[src/rtl/vmx_pe_simd_pipe.sv]
// Weight-stationary systolic PE with double-buffered weights and a two-stage MAC pipeline.
// In SIMD mode each lane computes its own MAC with no carry into neighbouring lanes.
module vmx_pe_simd_pipe #(
  parameter int unsigned DATA_W = 16,
  parameter int unsigned LANE_W = 8,
  parameter int unsigned SUM_W  = 2 * DATA_W,
  parameter int unsigned LDC_W  = 8
) (
  input  logic              clk_i,
  input  logic              rst_i,
  input  logic              in_valid_i,
  input  logic              simd_mode_i,
  input  logic [LDC_W-1:0]  load_ctrl_i,
  input  logic              swap_i,
  input  logic [DATA_W-1:0] data_i,
  input  logic [SUM_W-1:0]  sum_in_i,
  output logic              valid_pass_o,
  output logic              simd_mode_pass_o,
  output logic [LDC_W-1:0]  load_ctrl_pass_o,
  output logic              swap_pass_o,
  output logic [DATA_W-1:0] data_pass_o,
  output logic              out_valid_o,
  output logic [SUM_W-1:0]  sum_out_o
);

  localparam int unsigned LANES = DATA_W / LANE_W;
  localparam int unsigned PW    = 2 * LANE_W;

  logic [DATA_W-1:0] active_q, shadow_q;
  logic              valid_pass_q, mode_pass_q, swap_pass_q;
  logic [DATA_W-1:0] data_pass_q;
  logic [LDC_W-1:0]  ldc_pass_q, ldc_pass_d;

  logic              v1_q, mode1_q;
  logic [SUM_W-1:0]  prod_q, sum_in_q, prod_d;
  logic              out_valid_q;
  logic [SUM_W-1:0]  sum_q, sum_d;

  logic [LDC_W-2:0]  hops, hops_dec;
  logic              tok_flag, capture;
  logic [SUM_W-1:0]  full_prod, lane_prod;

  assign hops     = load_ctrl_i[LDC_W-2:0];
  assign hops_dec = hops - (LDC_W-1)'(1);
  assign tok_flag = load_ctrl_i[LDC_W-1];
  // The token is consumed by the PE whose countdown has reached zero.
  assign capture  = in_valid_i && tok_flag && (hops == '0);

  always_comb begin
    ldc_pass_d = '0;
    if (in_valid_i && tok_flag && (hops != '0)) begin
      ldc_pass_d = {1'b1, hops_dec};
    end
  end

  always_comb begin
    full_prod = SUM_W'(data_i) * SUM_W'(active_q);
    lane_prod = '0;
    for (int unsigned i = 0; i < LANES; i++) begin
      lane_prod[i*PW +: PW] = PW'(data_i[i*LANE_W +: LANE_W]) * PW'(active_q[i*LANE_W +: LANE_W]);
    end
    prod_d = simd_mode_i ? lane_prod : full_prod;
  end

  always_comb begin
    sum_d = '0;
    if (mode1_q) begin
      for (int unsigned i = 0; i < LANES; i++) begin
        sum_d[i*PW +: PW] = prod_q[i*PW +: PW] + sum_in_q[i*PW +: PW];
      end
    end else begin
      sum_d = prod_q + sum_in_q;
    end
  end

  always_ff @(posedge clk_i or posedge rst_i) begin
    if (rst_i) begin
      active_q     <= '0;
      shadow_q     <= '0;
      valid_pass_q <= 1'b0;
      mode_pass_q  <= 1'b0;
      swap_pass_q  <= 1'b0;
      data_pass_q  <= '0;
      ldc_pass_q   <= '0;
      v1_q         <= 1'b0;
      mode1_q      <= 1'b0;
      prod_q       <= '0;
      sum_in_q     <= '0;
      out_valid_q  <= 1'b0;
      sum_q        <= '0;
    end else begin
      valid_pass_q <= in_valid_i;
      mode_pass_q  <= simd_mode_i;
      swap_pass_q  <= swap_i;
      data_pass_q  <= data_i;
      ldc_pass_q   <= ldc_pass_d;
      // Swap promotes the pre-edge shadow, so a coincident capture lands behind it.
      if (swap_i) begin
        active_q <= shadow_q;
      end
      if (capture) begin
        shadow_q <= data_i;
      end
      v1_q        <= in_valid_i;
      mode1_q     <= simd_mode_i;
      prod_q      <= prod_d;
      sum_in_q    <= sum_in_i;
      out_valid_q <= v1_q;
      if (v1_q) begin
        sum_q <= sum_d;
      end
    end
  end

  assign valid_pass_o     = valid_pass_q;
  assign simd_mode_pass_o = mode_pass_q;
  assign load_ctrl_pass_o = ldc_pass_q;
  assign swap_pass_o      = swap_pass_q;
  assign data_pass_o      = data_pass_q;
  assign out_valid_o      = out_valid_q;
  assign sum_out_o        = sum_q;

endmodule

[config.mk]
export PLATFORM = sky130hd
export DESIGN_NAME = vmx_pe_simd_pipe
export DESIGN_NICKNAME = d
export VERILOG_FILES = /design/src/rtl/vmx_pe_simd_pipe.sv
export SDC_FILE = /design/constraint.sdc
export NUM_CORES = 1
export LEC_CHECK = 0
export CAP_MARGIN = 20
export CORE_UTILIZATION = 45
export DETAILED_ROUTE_END_ITERATION = 12
export DONT_BUFFER_PORTS = 1
export HOLD_SLACK_MARGIN = 0.15
export SYNTH_ARGS = -nofsm -noshare
export SYNTH_HDL_FRONTEND = slang
export SYNTH_SLANG_ARGS = --single-unit
[constraint.sdc]
create_clock -name clk_i -period 11 [get_ports clk_i]
set_input_delay 2.2 -clock clk_i [delete_from_list [all_inputs] [get_ports clk_i]]
set_output_delay 2.2 -clock clk_i [all_outputs]
set_load 0.1 [all_outputs]
==> flow_summary.ini <==
[min_path]
whs_path_depth = 1
min_from = shadow_q[11]
min_path_type = reg -> reg
min_to = active_q[11]

[cts]
worstSkewPairLatency_ns = 0.46
cts_buffers = 17
hold_buffers = 0
path_clk_slew_ns = 0.07
htreeDepth = 4
cts.sinks = 156
cts_tree = yes
cts_resized = 0
clockBufferDepth = 2
post-cts-setup-buffer-count = 0
root_buffer = clkbuf_16

[power_and_ir_drop]
power.internal_mw = 1.340
power_frac_clock_pct = 23.8
p_sw_share_pct = 47.17
ir_drop_mv = 0.1048
cellPowerDensity_nw_per_um2 = 132.5
seq_power_share_pct = 44.5
combPwrFrac_pct = 31.7
p_switching_mw = 1.196
leakage_nw = 9.991

[synthesis]
synth_seq_area_share_pct = 21.61
syn_area_per_cell_um2 = 9.695
syn_inst = 1863
synth_most_common_cell = inv_1
ys.flop_type = dfrtp_1
ys_ff_latch = 156
synth-edff-count = 0
synthesis.nets = 2368
yosys-top-cells-area = fa_1, dfrtp_1, ha_1
synth_area_um2 = 18060
yosysUniqueCellTypes = 62
ys_top_cells_by_count = inv_1, fa_1, nand2_1
yosys_warnings = 0
async_flop_share_pct = 100.0
yosysTopAreaCell = fa_1
yosysTopAreaCellShare_pct = 27.82

[detailed_routing]
drt_iter0_drc = 702
routedWlPerCell_um = 18.50
ant_nets = 0
via_per_inst = 5.234
finalWirelength_um = 43810
num_vias = 12390
remaining_drc_errors = 0
first_pass_iters = 5

[global_route]
antenna_found_initial = 1
grt_max_degree = 95
first_global_vias = 13120
grt_usage_pct = 22.47
grt_pass1_wl_um = 71100
grt_overflow = 0

[sta]
worst_pin_slew_ns = 0.9778
rsz0062_at_grt = no
skew_ns = 0.01303
fmax_mhz = 132.8
post-route-period-util_pct = 68.48
setup_viol = 0
hold_viol = 0
slew_viol_final = 0
fin_crit_ns = 7.533
relSlewSlack_pct = 34.81
fin_hold_ws_ns = 0.5041
setup-tns-final_ns = 0

[worst_setup_path]
endpoint_kind = register
worstSetupPathType = in -> reg
cp_max_fo = 18
required_ns = 11.32
r2r-end = prod_q[30]
rrSetupSlack_ns = 4.23
worstReg2RegStart = active_q[1]
cp_slowest_cell = fa_1
cp_common_cell = fa_1
path_cells = and2_1 > fa_1 > inv_1 > fa_1 > fa_1 > fa_1 > inv_1 > fa_1 > inv_1 > fa_1 > inv_1 > ha_1 > nand2_1 > nor3_1 > a2111oi_0 > nor3_1 > a21oi_1 > o41ai_1 > a21oi_1 > xor2_1 > mux2i_1
start_kind = primary input
cp_top_family = adder cells
reg2reg_depth = 20
critPathMaxStageDelay_ns = 0.56
cp.buffers_inverters = 4
arrival_ns = 7.86

[finish]
drive_above_1_share_pct = 6.240
antennaDiodeCount = 0
areaGrowthSynthToFinish_pct = 5.937
fillers = 3788
fin_nets = 2335

[floorplan]
start_util_pct = 45.57
die_height_um = 202.3
fp.dieW_um = 202.3
fp-row-count = 73
core-area_um2 = 39640
dieArea_um2 = 40940
pin_count = 121

[place]
hpwl_um = 34350
io_buffers = 0
place_congestion = 0.8821

[outcome]
status = finished, final reports clean

[job]
maxCapViolations = 0
stage by stage:
stage / instance area [um2] / std cells / utilization (%) / setup WS, ns / power, mW
6_report: 19130 / 2368 / 48.27 / 3.467 / 2.536
5_1_grt: 19130 / 2368 / 48.27 / 3.102 / 2.694
4_1_cts: 19130 / 2368 / 48.27 / 3.471 / 2.564
3_5_place_dp: 18550 / 2336 / 46.78 / 2.980 / 1.942
3_3_place_gp: 18550 / 2336 / 46.78 / 3.146 / 1.925
2_1_floorplan: 18060 / 1863 / - / 3.273 / 1.747
worst max path at each step:
stage | from | slack [ns] | endpoint | cells past startpoint
floorplan | data_i[7] | 3.27 | prod_q[31] | 23
global placement | data_i[7] | 3.15 | prod_q[30] | 21
global route | data_i[6] | 3.10 | prod_q[30] | 22
CTS | data_i[7] | 3.47 | prod_q[30] | 21
detailed placement | data_i[7] | 2.98 | prod_q[30] | 21
finish | data_i[7] | 3.47 | prod_q[30] | 21
power by group through the flow:
stage                     logic (mW)  registers, mW  clock network, mW
final                          0.803           1.13              0.604
after CTS                      0.807           1.13              0.626
after global placement         0.784           1.14                  0
after detailed placement       0.800           1.14                  0
after global routing           0.911           1.14              0.641
after floorplan                0.644           1.10                  0
layer usage:
| layer | track usage [%] | vias up | wire [um] |
|---|---|---|---|
| met1 | 31.92 | 6220 | 20670 |
| li1 | - | 5790 | - |
| met3 | 3.370 | 59 | 2101 |
| met2 | 35.46 | 324 | 20150 |
| met4 | 6.767 | 0 | 884 |
| met5 | 0 | - | 0 |
flip-flops by register name, summed over array words and instances (netlist names):
register and count:
prod_q 32, active_q 16, v1_q 1, sum_in_q 32, load_ctrl_pass_o 8, shadow_q 16
out_valid_o 1, swap_pass_o 1, sum_out_o 32, mode1_q 1, data_pass_o 16
cell usage in the layout, fill, tap and decap left out, drive strengths merged, types with 3 or more instances in the layout:
master / count
a221o: 3
a221oi: 5
and3: 3
nand3: 8
clkinv: 4
buf: 5
mux2: 61
nand2b: 8
fa: 251
a31o: 3
or3: 4
a21boi: 4
o21ai: 52
xor2: 29
nor4: 3
nand4: 12
nor2b: 8
nand3b: 3
clkbuf: 18
nand2: 196
and2: 114
xnor2: 52
inv: 387
o41ai: 5
o21bai: 13
dfrtp: 156
a211oi: 9
o31ai: 4
nor3: 17
a21o: 26
a31oi: 9
ha: 193
mux2i: 3
nor2: 61
o21a: 8
a21oi: 81
worst reg2reg max path, stage by stage, from the launching register on:
cell and delay, ns:
dfrtp_1 0.95, nand2_1 0.19, fa_1 0.54, fa_1 0.57
fa_1 0.45, fa_1 0.56, inv_1 0.05, fa_1 0.47
inv_1 0.05, fa_1 0.47, inv_1 0.04, ha_1 0.38
nand2_1 0.14, nor3_1 0.25, a2111oi_0 0.15, nor3_1 0.41
a21oi_1 0.23, o41ai_1 0.36, a21oi_1 0.13, xor2_1 0.14
mux2i_1 0.09
area by class of cell:
cell class | instances | area (um2) | share of cell area [%]
Multi-Input combinational cell | 1269 | 12510 | 65.38
Sequential cell | 156 | 3905 | 20.41
Inverter | 381 | 1435 | 7.500
Tap cell | 525 | 656.9 | 3.433
Clock buffer | 18 | 429.2 | 2.243
Clock inverter | 14 | 160.2 | 0.8370
Timing Repair Buffer | 5 | 37.54 | 0.1962
logic make-up (layout without fill, tap and decap cells):
group | Yosys count | after routing | synth area share (%)
muxes | 64 | 64 | 3.990
adders and majority gates | 444 | 444 | 41.19
DFF | 156 | 156 | 21.61
xor gates and xnor gates | 81 | 81 | 3.928
and+or+nand+nor | 442 | 442 | 11.70
buffers and inverters | 438 | 418 | 9.123
AOI/OAI and AO/OA | 238 | 238 | 8.458
(Power assumes the default switching activity.)
